<file path="src/rtl/fifo_rd_stream.sv">
// Read-side output stage of the async FIFO (rclk domain).
// Turns the pop interface (rinc/rempty, synchronous-read rdata one cycle
// after the pop edge) into a valid/ready stream. A two-entry buffer absorbs
// the memory read latency so one word per cycle is sustained when m_ready is
// held high. m_valid, m_data and occ all come straight from flops.
module fifo_rd_stream #(
  parameter int DSIZE = 8
) (
  input  logic             rclk,
  input  logic             rrst_n,
  input  logic             rempty,
  output logic             rinc,
  input  logic [DSIZE-1:0] rdata,
  output logic             m_valid,
  output logic [DSIZE-1:0] m_data,
  input  logic             m_ready,
  output logic [1:0]       occ
);

  logic [1:0]       cnt;
  logic             infl;
  logic [DSIZE-1:0] buf0;
  logic [DSIZE-1:0] buf1;

  logic       drain;
  logic [1:0] remain;
  logic [1:0] cnt_nxt;

  // Occupancy bookkeeping and pop decision. cnt + infl never exceeds 2, so
  // remain + infl fits in two bits. A pop is only issued when the word it
  // returns next cycle is guaranteed a free slot.
  always_comb begin
    drain   = m_valid & m_ready;
    remain  = cnt - {1'b0, drain};
    cnt_nxt = remain + {1'b0, infl};
    rinc    = ~rempty & (cnt_nxt < 2'd2);
  end

  // Occupancy, in-flight flag and the registered valid (mirrors cnt != 0).
  always_ff @(posedge rclk or negedge rrst_n) begin
    if (!rrst_n) begin
      cnt     <= 2'd0;
      infl    <= 1'b0;
      m_valid <= 1'b0;
    end else begin
      cnt     <= cnt_nxt;
      infl    <= rinc;
      m_valid <= (cnt_nxt != 2'd0);
    end
  end

  // Data movement: shift buf1 into the head on a drain from a full buffer,
  // and land the in-flight word in the first slot left free after the drain.
  always_ff @(posedge rclk or negedge rrst_n) begin
    if (!rrst_n) begin
      buf0 <= '0;
      buf1 <= '0;
    end else begin
      if (drain && (cnt == 2'd2)) begin
        buf0 <= buf1;
      end
      if (infl) begin
        if (remain == 2'd0) begin
          buf0 <= rdata;
        end else if (remain == 2'd1) begin
          buf1 <= rdata;
        end
      end
    end
  end

  assign m_data = buf0;
  assign occ    = cnt;

endmodule

</file>
<file path="config.mk">
export PLATFORM = sky130hd
export DESIGN_NAME = fifo_rd_stream
export DESIGN_NICKNAME = d
export VERILOG_FILES = /design/src/rtl/fifo_rd_stream.sv
export SDC_FILE = /design/constraint.sdc
export NUM_CORES = 1
export LEC_CHECK = 0
export ABC_AREA = 1
export BUFFER_PORTS_ARGS = -buffer_cell sky130_fd_sc_hd__buf_2
export CAP_MARGIN = 10
export CORE_UTILIZATION = 40
export DETAILED_ROUTE_END_ITERATION = 10
export PLACE_DENSITY = 0.75
export SLEW_MARGIN = 15
export SYNTH_ARGS = -nofsm -noshare
export SYNTH_HDL_FRONTEND = slang
export SYNTH_SLANG_ARGS = --single-unit
</file>
<file path="constraint.sdc">
create_clock -name rclk -period 1.9 [get_ports rclk]
set_input_delay 0.285 -clock rclk [delete_from_list [all_inputs] [get_ports rclk]]
set_output_delay 0.285 -clock rclk [all_outputs]
set_load 0.02 [all_outputs]
</file>
Yosys cells after proc, flatten, opt, wreduce, memory -nomap -nowiden. Index checks and enable logic that the tools add are counted.

Flip-flop bits (word level): 20. Input bits: 12. Word-level logic and storage cells: 21.

Add/sub/neg operators: 2. $lt $le $gt $ge: 1. Eq/ne operators: 2. Mux-type cells: 3. Bitwise logic cells: 4. Reduce and logical (&&, ||, !) cells: 4.

Operators with widths (count): 8-bit 2-to-1 mux (3); 3-bit AND reduction (1); 2-bit by 1-bit adder with 2-bit output (1); 1-bit AND (2); 2-bit by 1-bit == test with 1-bit output, second input constant (1); 2-bit == test, second input constant (1); 2-bit logical NOT (1); 2-bit < comparator, second input constant (1); 1-bit NOT (2); 2-bit nonzero test (1); 2-bit by 1-bit subtractor with 2-bit output (1); 1-bit logical AND (1).

Depth between registers and ports, before layout.
Depth after elaboration: 5. Depth in mapped cells: 9. Mapped depth without buffers: 9.

Worst setup path after synthesis. OpenSTA, ideal clock, no wires.

Path kind: register to output. From: register m_valid. To: output port rinc. Arrival: 1.458 ns. Setup slack: 0.157 ns. Stages on the path, launching flop included: 10. Path buffers: 0. Path through: dfrtp_1 > nand2_2 > nand2_1 > nand2_1 > inv_1 > ha_1 > inv_1 > nand3_1 > nand2_1 > nor2_1.

Cells in the longest elaborated chain, start to end: 5.

RTL lines: start, declared (line 14) `output logic m_valid,`; start signal, assigned (line 48) `m_valid <= (cnt_nxt != 2'd0);`; 1-bit AND (line 33) `drain = m_valid & m_ready;`; 2-bit by 1-bit subtractor with 2-bit output (line 34) `remain = cnt - {1'b0, drain};`; 2-bit by 1-bit adder with 2-bit output (line 35) `cnt_nxt = remain + {1'b0, infl};`; named net cnt_nxt[1] (line 27) `logic [1:0] cnt_nxt;`; 2-bit < comparator (line 36) `rinc = ~rempty & (cnt_nxt < 2'd2);`; 1-bit AND (line 36); end, declared (line 12) `output logic rinc,`.

The timed path passes the listed nets, and every way through them passes these cells.

Final worst setup path. Same ends and word-level chain as after synthesis.

==> impl_metrics.ini <==
[run_status]
status = finished, violations left
violations = negative setup slack

[logic_synthesis]
ys_seq_elements = 20
synth_fa_ha_area_share_pct = 1.25
synth.distinct_cells = 14
syn_avg_cell_area_um2 = 7.79
synth_warnings = 0
synth.area.top_cells = dfrtp_1 (50%), nand2_1 (17%), nand3_1 (14%)
synth-xor-area-share_pct = 0
synthMuxAreaShare_pct = 0
netlist_area_um2 = 997
synth_fp_nets = 141
synth_cells = 128
synth_top_family_by_area = simple AND/OR/NAND/NOR gates
yosysTopAreaCell = dfrtp_1
synthSimpleGateAreaFrac_pct = 39.8
synth_top_cell_area_share_pct = 50.2
seq_area_frac_synth_pct = 50.2
synth_compound_area_share_pct = 0.878

[die]
std_cell_rows = 17
initial_core_util_pct = 43.8
dieWidth_um = 51.9
pin_count = 24
die-area_um2 = 2700
core-area_um2 = 2280
fp.dieH_um = 51.9

[timing]
tns_ns = -0.0203
fin_skew_ns = 0.00387
hold_viol_final = 0
setup_viol = 1
rsz0062_at_grt = true
max_freq_mhz = 521
fin_crit_ns = 1.92
slew_headroom_pct = 67.2
finalCritPeriodShare_pct = 101
slew_viol_final = 0
worstMarginPinSlew_ns = 0.491
setup_ws_ns = -0.0203

[drt]
viasPerCell = 4.82
drtAntennaViolNets = 0
num_vias = 940
drt-initial-drc-count = 21
drc_errors = 0
routed_wl_um = 2350
firstDrtPassIters = 4
routedWlPerCell_um = 12.1

[placed_design]
gp_congestion = 0.816
dp_hpwl_um = 1560
port_buffers = 23
place_ws_ns = 0.200
dpl_cell_area_um2 = 1150

[setup_path]
timing.rr.start = m_valid
arrival_ns = 1.64
cp-end-kind = primary output
crit_type = flip-flop to primary output
worst_ep_required_time_ns = 1.62
cp_max_fo = 4
worstSetupStartpoint = m_valid
start_kind = flip-flop

[clock_tree]
clkSlewWorstSetupHoldPaths_ns = 0.11
cts_buffers = 3
cts_tree = yes
clkSinkCount = 20
cts-root-buf = clkbuf_4
clock_latency_ns = 0.31
cts_max_level = 1
clk_path_buf_depth = 2

[layout]
final_area_um2 = 1340
fin_util_pct = 58.7
nets = 181
layout-drive-gt1-share_pct = 35.3
areaGrowthSynthToFinish_pct = 34.0
antenna_cells = 0

[hold_path]
hp-class = input pin to flip-flop
hp-start = rdata[2]

[power]
vdd_drop_max_mv = 1.19
p_sw_mw = 1.11
internal-power_mw = 1.34
power.total_mw = 2.45
powerDensity_nw_per_um2 = 1830
p_leak_nw = 0.750
pwr-share-clk_pct = 10.2
pwr-share-comb_pct = 58.5
switching_share_pct = 45.2
p_seq_share_pct = 31.2

[grt]
grt_pass1_vias = 834
track_usage_pct = 19.1
grt_pass1_wl_um = 3700
grt_max_degree = 21
grt.overflow.total = 0
antenna_found_initial = 0

[run]
maxCapViolCount = 0
[cell usage in the layout, fill, tap and decap left out, types with 2 or more instances in the layout]
cell type  count
buf_2         22
buf_4         11
clkbuf_4       3
dfrtp_1       19
inv_1         18
inv_2          2
nand2_1       43
nand2_2        4
nand2_4        3
nand3_1       25
nand3_2        3
nor2_2         2
nor2_4         2
[per-stage QoR]
stage	hold WS, ns	instances
after floorplan	-0.0106	128
after global routing	0.222	195
final	0.230	195
after CTS	0.117	194
after global placement	0.254	180
after detailed placement	0.255	180
[metal layers]
layer | vias to the layer above | global-route usage, % | part of all wire (%)
met5 | - | 0 | 0
met2 | 30 | 33.1 | 53
li1 | 477 | - | -
met4 | 0 | 9.46 | 1.7
met3 | 6 | 2.92 | 4.3
met1 | 427 | 22.6 | 40
[power by group through the flow]
stage / registers, mW / logic (mW) / clock network, mW
after CTS: 0.760 / 1.36 / 0.256
final: 0.765 / 1.43 / 0.251
after floorplan: 0.906 / 0.634 / 0
after global placement: 0.757 / 1.04 / 0
after global routing: 0.787 / 1.59 / 0.276
after detailed placement: 0.771 / 1.07 / 0
[worst max-delay path, stage by stage, from the launching register on]
cell and delay (ns):
dfrtp_1 0.45, nand2_2 0.11, nand2_2 0.07, nand2_4 0.08, inv_4 0.04, ha_4 0.16
inv_2 0.05, nand3_2 0.09, nand2_2 0.12, nor2_4 0.05, buf_6 0.12
[sequential cells by signal, summed over array words and instances, names as in the netlist]
signal	cells
m_valid	1
m_data	8
buf1	8
occ	2
infl	1
[Yosys cell counts]
master    number
nand4_2        1
nand3b_1       1
nor2_2         1
inv_2          1
a21oi_2        1
nand2_4        2
nor2_4         1
nand2_1       46
nand2_2        2
inv_1         20
dfrtp_1       20
nor2_1         3
ha_1           1
nand3_1       28
[final timing paths]
path / end / slack [ns] / cells after the start
min reg2reg: buf1[1] / 0.48 / 2
max reg2reg: occ[1] / 0.01 / 14
max in group asynchronous: occ[0] / 1.13 / 2
max: rinc / -0.02 / 10
min: buf1[2] / 0.23 / 3
min in group asynchronous: m_data[2] / 0.44 / 2
[kinds of logic after synthesis]
group,count (synthesis)
compound gates,1
fa+ha+maj,1
buf+inv,21
flops,20
simple gates,85
[cell type report]
type | count | area [µm²]
inverter | 21 | 81.3
timing repair buffer | 35 | 214
fill | 203 | 940
sequential | 20 | 502
tap | 28 | 35.0
multi-input combinational | 87 | 468
clock buffer | 4 | 36.3
[repair_timing]
action                     CTS  global route
resized for setup           13             5
hold buffers                 1             0
pin swaps                    6             5
setup endpoints to repair    1             2
hold endpoints to repair    20             0
buffers inserted             9             1
No activity file was read; power rests on OpenSTA's default activity.
